## config.mk

```make
export PLATFORM = sky130hd
export DESIGN_NAME = bitwise_stream_unit
export DESIGN_NICKNAME = d
export VERILOG_FILES = /design/src/rtl/bitwise_stream_unit.sv
export SDC_FILE = /design/constraint.sdc
export NUM_CORES = 1
export LEC_CHECK = 0
export CORE_MARGIN = 2
export CORE_UTILIZATION = 47
export CTS_CLUSTER_SIZE = 14
export DETAILED_ROUTE_END_ITERATION = 12
export MAX_ROUTING_LAYER = met4
export PLACE_DENSITY_LB_ADDON = 0.08
export SLEW_MARGIN = 20
export SYNTH_ARGS = -nofsm -noshare
export SYNTH_HDL_FRONTEND = slang
export SYNTH_SLANG_ARGS = --single-unit
```

## constraint.sdc

```tcl
create_clock -name clk -period 2.4 [get_ports clk]
set_input_delay 0.48 -clock clk [delete_from_list [all_inputs] [get_ports clk]]
set_output_delay 0.48 -clock clk [all_outputs]
set_load 0.02 [all_outputs]
```

## src/rtl/bitwise_stream_unit.sv

```systemverilog
// rtl/bitwise_stream_unit.sv - handshaked bitwise logic unit with element-wise and reduce modes
module bitwise_stream_unit #(
    parameter int WIDTH   = 16,
    parameter int MAX_LEN = 16,
    parameter int CW      = $clog2(MAX_LEN + 1)
) (
    input  logic             clk,
    input  logic             rst,
    input  logic             mode,
    input  logic [2:0]       op,
    input  logic             in_valid,
    output logic             in_ready,
    input  logic             in_last,
    input  logic [WIDTH-1:0] a,
    input  logic [WIDTH-1:0] b,
    output logic             out_valid,
    input  logic             out_ready,
    output logic [WIDTH-1:0] out,
    output logic [CW-1:0]    out_count,
    output logic             out_err
);

    typedef enum logic {
        IDLE = 1'b0,
        ACC  = 1'b1
    } state_t;

    state_t           state;
    logic [2:0]       op_q;
    logic [WIDTH-1:0] acc;
    logic [CW-1:0]    cnt;

    logic             accept;
    logic             load;
    logic [WIDTH-1:0] res;
    logic [CW-1:0]    res_cnt;
    logic             res_err;
    logic [WIDTH-1:0] nxt_acc;
    logic [CW-1:0]    nxt_cnt;
    logic             close;
    logic [2:0]       op_eff;

    // Base (non-inverted) operation: NAND/NOR/XNOR fold with AND/OR/XOR
    function automatic logic [WIDTH-1:0] base_op(input logic [2:0] o,
                                                 input logic [WIDTH-1:0] x,
                                                 input logic [WIDTH-1:0] y);
        case (o)
            3'b000, 3'b011: base_op = x & y;
            3'b001, 3'b100: base_op = x | y;
            3'b010, 3'b101: base_op = x ^ y;
            default:        base_op = '0;
        endcase
    endfunction

    // Final result: invert for the negated ops, force zero for reserved ops
    function automatic logic [WIDTH-1:0] finish_op(input logic [2:0] o,
                                                   input logic [WIDTH-1:0] x);
        case (o)
            3'b000, 3'b001, 3'b010: finish_op = x;
            3'b011, 3'b100, 3'b101: finish_op = ~x;
            default:                finish_op = '0;
        endcase
    endfunction

    // Upstream may push whenever the single output slot is free or draining
    assign in_ready = !rst && (!out_valid || out_ready);
    assign accept   = in_valid && in_ready;

    // Next accumulator state and result selection for the beat on the inputs
    always_comb begin
        load    = 1'b0;
        res     = '0;
        res_cnt = '0;
        res_err = 1'b0;
        nxt_acc = acc;
        nxt_cnt = cnt;
        close   = 1'b0;
        op_eff  = op_q;
        if (state == IDLE) begin
            op_eff = op;
            if (!mode) begin
                res     = finish_op(op, base_op(op, a, b));
                res_cnt = CW'(1);
                load    = accept;
            end else begin
                nxt_acc = a;
                nxt_cnt = CW'(1);
                close   = in_last;
            end
        end else begin
            nxt_acc = base_op(op_q, acc, a);
            nxt_cnt = cnt + CW'(1);
            close   = in_last || (nxt_cnt == CW'(MAX_LEN));
        end
        if (state == ACC || mode) begin
            res     = finish_op(op_eff, nxt_acc);
            res_cnt = nxt_cnt;
            load    = accept && close;
        end
        res_err = (op_eff == 3'b110) || (op_eff == 3'b111);
    end

    // Control FSM, burst accumulator and one-deep output register
    always_ff @(posedge clk) begin
        if (rst) begin
            state     <= IDLE;
            op_q      <= 3'b000;
            acc       <= '0;
            cnt       <= '0;
            out_valid <= 1'b0;
            out       <= '0;
            out_count <= '0;
            out_err   <= 1'b0;
        end else begin
            if (accept && (state == ACC || mode)) begin
                acc <= nxt_acc;
                cnt <= nxt_cnt;
                if (state == IDLE) begin
                    op_q <= op;
                end
                state <= close ? IDLE : ACC;
            end
            if (load) begin
                out       <= res;
                out_count <= res_cnt;
                out_err   <= res_err;
                out_valid <= 1'b1;
            end else if (out_valid && out_ready) begin
                out_valid <= 1'b0;
            end
        end
    end

endmodule

```

### Yosys cells after proc, flatten, opt, wreduce, memory -nomap -nowiden

Cells that the tools add are included.

| cells by class | value |
|---|---|
| reduce and logical (&&, ||, !) cells | 25 |
| $add $sub $neg | 1 |
| multiplexer cells | 25 |
| equal/unequal tests | 18 |
| bitwise logic cells | 8 |

Operators by type and width:

| operator | number |
|---|---|
| $mux 16 | 7 |
| $pmux 16 s3 | 2 |
| $pmux 16 s2 | 2 |
| $and 16x16->16 | 2 |
| $not 16->16 | 2 |
| $or 16x16->16 | 2 |
| $xor 16x16->16 | 2 |
| $eq 3x3->1 const B | 8 |
| $eq 3x2->1 const B | 6 |
| $mux 5 | 3 |
| $reduce_or 2->1 | 6 |
| $reduce_or 3->1 | 4 |
| $mux 1 | 10 |
| $eq 3x1->1 const B | 3 |
| $logic_not 3->1 | 3 |
| $add 5x1->5 const B | 1 |
| $eq 5x5->1 const B | 1 |
| $logic_and 1x1->1 | 5 |
| $logic_or 1x1->1 | 4 |
| $mux 3 | 1 |
| $logic_not 1->1 | 2 |
| $reduce_bool 2->1 | 1 |

| storage, ports and cells | value |
|---|---|
| logic and storage cells | 85 |
| output and inout port bits | 24 |
| input port bits | 41 |
| flip-flop bits (word level) | 48 |

### Logic depth before layout (Yosys ltp)

Gate-level depths: netlist (run 1).

| depth | value |
|---|---|
| depth in word-level cells | 10 |
| depth in mapped cells | 8 |

### Worst setup path before layout (run 1)

Ideal clock, no wire load.

| timing | value |
|---|---|
| path kind | input -> register |
| start point | in a[1] |
| end point | reg out[1] |
| data required time | 2.309 ns |
| setup slack | 0.479 ns |
| cell stages on the path | 6 |
| path buffers | 0 |
| data arrival time | 1.830 ns |
| path through | inv_1 -> ha_1 -> o211a_1 -> o311a_1 -> or3_1 -> a311oi_1 |

| between the ends | value |
|---|---|
| cells in the longest elaborated chain, start to end | 9 |
| elaborated cells on any way between the ends | 19 |
| those cells by class | mux: 11; bitwise: 8 |

Ends and longest elaborated chain:

| item | line | source |
|---|---|---|
| start, declared | 14 | `input logic [WIDTH-1:0] a,` |
| $xor 16x16->16, or another cell as far along | 50 | `3'b010, 3'b101: base_op = x ^ y;` |
| $pmux 16 s3 | 47 | `case (o)` |
| $mux 16 | 81 | `if (!mode) begin` |
| $mux 16 | 79 | `if (state == IDLE) begin` |
| $not 16->16 | 60 | `3'b011, 3'b100, 3'b101: finish_op = ~x;` |
| $pmux 16 s2 | 58 | `case (o)` |
| $mux 16 | 81 |  |
| $mux 16 | 79 |  |
| $mux 16 (*) | 95 | `if (state == ACC \|\| mode) begin` |
| end signal, assigned | 124 | `out <= res;` |
| end, declared | 18 | `output logic [WIDTH-1:0] out,` |

Mark *: on every way between the ends. The rest lies on a longest branch, timed or not. The select of a mux whose other input is x is not followed.
A chain may end at the register's enable or synchronous reset.

### Worst setup path in the final report (run 1)

| timing | value |
|---|---|
| start point | in a[11] |
| end point | reg out[11] |

Same word-level chain as after synthesis.

==> results of run 1 <==
-- state kept, by name, indices dropped and copies added (netlist names) --
name       flops
acc           16
cnt            5
op_q           3
out           16
out_count      5
out_err        1
out_valid      1
state          1
-- area by class of cell --
type	instances	share of cell area (%)
Inverter	55	3.03
Clock inverter	3	0.625
Clock buffer	5	1.84
Multi-Input combinational cell	574	58.6
Timing Repair Buffer	142	19.1
Sequential cell	48	14.2
Tap cell	143	2.63
-- critical path, delay by kind of cell --
kind	cells	cell delay (ps)
AND/OR/NAND/NOR	1	350
adder cells (fa/ha/maj)	1	220
AO/OA/AOI/OAI	3	830
buffers and inverters	2	650
-- stage by stage --
stage,cells,setup TNS (ps),total power [W],cell area (um2),utilization (%)
after floorplan,740,0,0.00140,5450,-
after global placement,962,-1280,0.00175,6630,58.3
after detailed placement,962,-2340,0.00178,6630,58.3
after CTS,970,0,0.00260,6790,59.8
after global routing,970,0,0.00274,6810,59.9
final,970,0,0.00260,6810,59.9
-- Yosys cell counts (all sizes together) (2+ instances only) --
| cell | number | area share [%] |
|---|---|---|
| a211o | 10 | 1.6 |
| a211oi | 38 | 5.2 |
| a21bo | 6 | 1.1 |
| a21o | 6 | 0.83 |
| a21oi | 74 | 6.8 |
| a311oi | 18 | 3.4 |
| and2 | 18 | 2.1 |
| and2b | 7 | 0.97 |
| buf | 25 | 2.9 |
| clkbuf | 38 | 2.6 |
| dfxtp | 48 | 18 |
| ha | 65 | 15 |
| inv | 54 | 3.7 |
| nand2 | 78 | 5.4 |
| nand2b | 8 | 0.92 |
| nand3 | 16 | 1.5 |
| nand4 | 3 | 0.34 |
| nor2 | 36 | 2.5 |
| nor2b | 25 | 3.0 |
| nor3 | 2 | 0.18 |
| o2111ai | 2 | 0.32 |
| o211a | 27 | 5.0 |
| o211ai | 17 | 2.3 |
| o21a | 2 | 0.28 |
| o21ai | 51 | 4.7 |
| o21bai | 6 | 0.83 |
| o311a | 10 | 1.8 |
| o311ai | 6 | 1.4 |
| o31ai | 6 | 0.83 |
| or2 | 6 | 0.69 |
| or3 | 19 | 2.2 |
| xor2 | 2 | 0.32 |
-- cells in the final DEF, fill, tap and decap left out, types with 2 or more instances in the layout --
cell type	instances
nand4_1	3
a21oi_1	74
o21ai_0	43
and2_1	18
buf_4	72
o211ai_1	17
nand2b_1	8
a211oi_1	38
dlymetal6s2s_1	2
o211a_1	27
inv_1	53
nand3_1	16
a311oi_2	5
nor3_1	2
a21o_1	6
clkbuf_16	5
and2b_1	7
o311ai_2	3
buf_12	6
xor2_1	2
a211o_1	10
clkdlybuf4s50_1	61
or2_2	6
or3_1	19
o311ai_1	3
a21bo_2	5
nor2_1	36
o31ai_1	6
dfxtp_2	2
o311a_1	10
o21a_1	2
o21bai_1	6
o21ai_1	8
ha_1	65
a311oi_1	13
nand2_1	78
dfxtp_1	46
nor2b_1	24
-- worst paths after layout --
check / start / to / cells past startpoint
hold / removal: acc[3] / acc[3] / 2
hold reg to reg: acc[3] / acc[3] / 2
setup / recovery: a[11] / out[11] / 7
setup reg to reg: op_q[1] / out[13] / 7
-- routing by layer --
metal  vias up  share of wire (%)  global-route usage (%)
met5         -                  0                       -
met2       194                 51                    52.6
met3        43                4.4                    3.65
met4         0                3.0                    8.15
met1      2781                 41                    32.6
li1       2847                  -                       -
-- what timing repair did --
item | in CTS | in global routing
setup endpoints to repair | 0 | 3
gates resized for setup | 0 | 3
hold endpoints to repair | 0 | 0
-- where the power goes --
group          switching (W)  internal (W)  leakage [nW]
registers          0.0000314      0.000831         0.392
logic               0.000503      0.000414          2.53
clock network       0.000332      0.000491        0.0798
total               0.000866       0.00174          3.00
-- kinds of logic after synthesis --
group                      Yosys count  synth area share (%)
AOI/OAI and AO/OA                  285                  37.5
and+or+nand+nor                    221                  20.1
buffers and inverters              118                  9.35
adders and majority gates           65                  14.9
DFF                                 48                  17.6
xor gates and xnor gates             3                 0.483
==> flow_metrics.env, run 1 <==
export IMPL_outcome="completed"
export IMPL_row_count=39
export IMPL_rrSetupSlack_ps=310
export IMPL_core_um2=11400
export IMPL_slowest_delay_ps=560
export IMPL_path_class="primary input to register"
export IMPL_max_freq_mhz=431
export IMPL_fillers=1076
export IMPL_die_h_um=112
export IMPL_syn_avg_cell_area_um2=7.36
export IMPL_grt_overflow=0
export IMPL_dr_pass1_iters=5
export IMPL_worstHoldPathType="register to register"
export IMPL_dr_total_vias=5865
export IMPL_place_hpwl_um=12500
export IMPL_ys_seq_area_share_pct=17.6
export IMPL_viasPerCell=6.05
export IMPL_seqCellArea_um2=963
export IMPL_holdWs_ps=474
export IMPL_cp_cell_sequence="clkdlybuf4s50_1 -> inv_1 -> ha_1 -> o211a_1 -> o311a_1 -> or3_1 -> a311oi_1"
export IMPL_dp_slack_ps=-218
export IMPL_fin_crit_sh_pct=96.8
export IMPL_p_leak_nw=3.00
export IMPL_cts_sinks=48
export IMPL_crit_slowest_cell="clkdlybuf4s50_1"
export IMPL_wl_um=17500
export IMPL_post_drt_wl_per_cell_um=18.1
export IMPL_ys_warn_count=0
export IMPL_crit_path_max_fanout=4
export IMPL_slew_headroom_pct=63.8
export IMPL_drt_initial_drc_count=357
export IMPL_cts_tree="done"
export IMPL_cts_buffers=5
export IMPL_nets=932
export IMPL_multiInputGateArea_um2=3990
export IMPL_synthCells=740
export IMPL_clock_latency_ps=290
export IMPL_syn_to_final_growth_pct=25.0
export IMPL_postSynthRegisterBits=48
export IMPL_grt_pass1_vias=5747
export IMPL_drc=0
export IMPL_final_max_slew_viol_count=0
export IMPL_grt_max_degree=45
export IMPL_synthesis_nets=846
export IMPL_die_w_um=112
export IMPL_synth_edf_count=0
export IMPL_gp_congestion=0.872
export IMPL_synthDistinctLibCells=53
export IMPL_async_flop_share_pct=0
export IMPL_drive_above_1_share_pct=13.5
export IMPL_synth_flop_cell="dfxtp_1"
export IMPL_start_util_pct=47.9
export IMPL_critPathRequiredTime_ps=2600
export IMPL_setup_slack_ps=77.2
export IMPL_root_buffer="clkbuf_16"
export IMPL_period_minus_slack_ps=2320
export IMPL_clock_path_buffers=2
export IMPL_netlist_area_um2=5450
export IMPL_dieArea_um2=12500
export IMPL_grt_use_total_pct=28.7
export IMPL_final_hold_viol_count=0
export IMPL_antenna_found_initial=0
export IMPL_crit_path_end_kind="register"
export IMPL_rsz0062_at_grt="false"
export IMPL_cts_hold_buf=0
export IMPL_setup_violations=0
export IMPL_grt_pass1_wl_um=28400
export IMPL_drv_cap=0
export IMPL_post_cts_buffers=0
export IMPL_cts_reportedPaths_clkPinSlew_ps=70
export IMPL_ant_nets=0
export IMPL_peakVddDrop_mv=0.311
export IMPL_power_density_nw_per_um2=382
export IMPL_crit_path_start_kind="primary input"
export IMPL_skew_ps=4.62
export IMPL_io_buffers=64
export IMPL_cts_max_level=2
export IMPL_num_io_pins=65
export IMPL_crit_arrival_ps=2520
export IMPL_tightestPinTransition_ps=542
export IMPL_diodes=0
(Power assumes the default switching activity.)
==> run 2: changes to the inputs <==
--- a/config.mk
+++ b/config.mk
@@ -11,6 +11,7 @@
 export DETAILED_ROUTE_END_ITERATION = 12
 export MAX_ROUTING_LAYER = met4
 export PLACE_DENSITY_LB_ADDON = 0.08
+export RECOVER_POWER = 50
 export SLEW_MARGIN = 20
 export SYNTH_ARGS = -nofsm -noshare
 export SYNTH_HDL_FRONTEND = slang
==> flow_metrics.env, run 2 (synthesis results as in run 1) <==
export IMPL_final_common_cell="nand2_1"
export IMPL_skew_ps=3.09
export IMPL_final_max_slew_viol_count=0
export IMPL_fin_crit_sh_pct=96.8
export IMPL_die_w_um=112
export IMPL_top_regs="acc: 16 flops, out: 16 flops"
export IMPL_dr_total_vias=5828
export IMPL_clock_latency_ps=290
export IMPL_critPathRequiredTime_ps=2600
export IMPL_wl_um=17500
export IMPL_viasPerCell=6.01
export IMPL_drv_cap=0
export IMPL_netSwitchingPower_w=0.000865
export IMPL_row_count=39
export IMPL_dr_pass1_iters=5
export IMPL_grt_pass1_wl_um=28400
export IMPL_cts_sinks=48
export IMPL_power_frac_seq_pct=33.3
export IMPL_syn_to_final_growth_pct=24.7
export IMPL_clkPwrFrac_pct=31.8
export IMPL_period_minus_slack_ps=2320
export IMPL_worstHoldPathType="register to register"
export IMPL_start_util_pct=47.9
export IMPL_dp_slack_ps=-218
export IMPL_dpl_cell_area_um2=6630
export IMPL_drt_initial_drc_count=366
export IMPL_grt_overflow=0
export IMPL_place_hpwl_um=12500
export IMPL_diodes=0
export IMPL_clock_path_buffers=2
export IMPL_antenna_found_initial=0
export IMPL_rsz0062_at_grt="false"
export IMPL_crit_path_start_kind="primary input"
export IMPL_cts_resized_gates=0
export IMPL_drive_above_1_share_pct=13.3
export IMPL_drc=0
export IMPL_tightestPinTransition_ps=605
export IMPL_slew_headroom_pct=59.4
export IMPL_nets=932
export IMPL_design_area_um2=6790
export IMPL_grt_max_degree=45
export IMPL_holdPathStages=2
export IMPL_io_buffers=64
export IMPL_gp_congestion=0.872
export IMPL_grt_use_total_pct=28.7
export IMPL_ant_nets=0
export IMPL_cts_buffers=5
export IMPL_cts_hold_buf=0
export IMPL_cts_max_level=2
export IMPL_cts_reportedPaths_clkPinSlew_ps=70
export IMPL_cts_tree="done"
export IMPL_final_hold_viol_count=0
export IMPL_dieArea_um2=12500
export IMPL_setup_slack_ps=77.1
export IMPL_internal_power_w=0.00173
export IMPL_die_h_um=112
export IMPL_num_io_pins=65
export IMPL_peakVddDrop_mv=0.312
export IMPL_grt_pass1_vias=5747
export IMPL_reg2reg_depth=7
export IMPL_comb_power_share_pct=35.0
export IMPL_p_leak_nw=3.07
export IMPL_final_cell_mix="nand2_1 (78), a21oi_1 (74), buf_4 (71), ha_1 (65), inv_1 (53)"
export IMPL_post_drt_wl_per_cell_um=18.1
export IMPL_outcome="completed"
export IMPL_crit_path_end_kind="register"
export IMPL_post_cts_buffers=0
export IMPL_crit_arrival_ps=2520
export IMPL_power_density_nw_per_um2=382
export IMPL_max_freq_mhz=430
export IMPL_crit_path_max_fanout=4
export IMPL_switching_share_pct=33.4
export IMPL_setup_violations=0
export IMPL_root_buffer="clkbuf_16"
export IMPL_path_class="primary input to register"
export IMPL_fillers=1081
export IMPL_core_um2=11400
run 2: cell count changes in the layout (fill, tap and decap cells not counted):
| cell | previous run | this run |
|---|---|---|
| a311oi_1 | 13 | 14 |
| a311oi_2 | 5 | 4 |
| and2_0 | 0 | 1 |
| and2_1 | 18 | 17 |
| buf_4 | 72 | 71 |
| clkbuf_2 | 0 | 1 |
| clkdlybuf4s50_1 | 61 | 38 |
| dlygate4sd3_1 | 0 | 23 |
| o2111ai_1 | 1 | 2 |
| o2111ai_2 | 1 | 0 |
run 2: power by group through the flow:
stage,Sequential [W],Clock [W],Combinational [W]
after floorplan,0.000895,0,0.000508
after global placement,0.000879,0,0.000870
after detailed placement,0.000880,0,0.000904
after CTS,0.000862,0.000833,0.000909
after global routing,0.000865,0.000875,0.000993
final,0.000862,0.000823,0.000906
run 2: layer usage:
layer / track usage (%) / part of all wire (%)
met1: 32.6 / 41
met2: 52.6 / 51
met3: 3.65 / 4.8
met4: 8.15 / 2.9
met5: - / 0
run 2: layout make-up:
cell class	count	area, um2	share of cell area, %
flip-flops and latches	48	963	14.2
clock buffers	5	125	1.84
multi-input cells	574	3980	58.5
repair buffers	142	1300	19.1
clock inverters	3	42.5	0.626
well taps	143	179	2.63
inverters	55	206	3.04
run 2: path summary, 6_finish.rpt:
| kind | startpoint | to | slack (ps) |
|---|---|---|---|
| hold reg to reg | acc[3] | acc[3] | 470 |
| setup / recovery | a[11] | out[11] | 80 |
| hold / removal | acc[3] | acc[3] | 470 |
| setup reg to reg | cnt[0] | out[15] | 200 |
run 2: worst max-delay path, cell delays in order:
cell and delay [ps]:
clkdlybuf4s50_1 570, inv_1 100, ha_1 220, o211a_1 210
o311a_1 350, or3_1 350, a311oi_1 250
run 2: through the flow:
stage                     util (%)  total power, W  hold slack, ps  instances  setup TNS, ps
final                         59.7         0.00259             474        970              0
after floorplan                  -         0.00140             449        740              0
after global placement        58.3         0.00175             459        962          -1280
after CTS                     59.8         0.00260             475        970              0
after global routing          59.7         0.00273             505        970              0
after detailed placement      58.3         0.00178             466        962          -2340
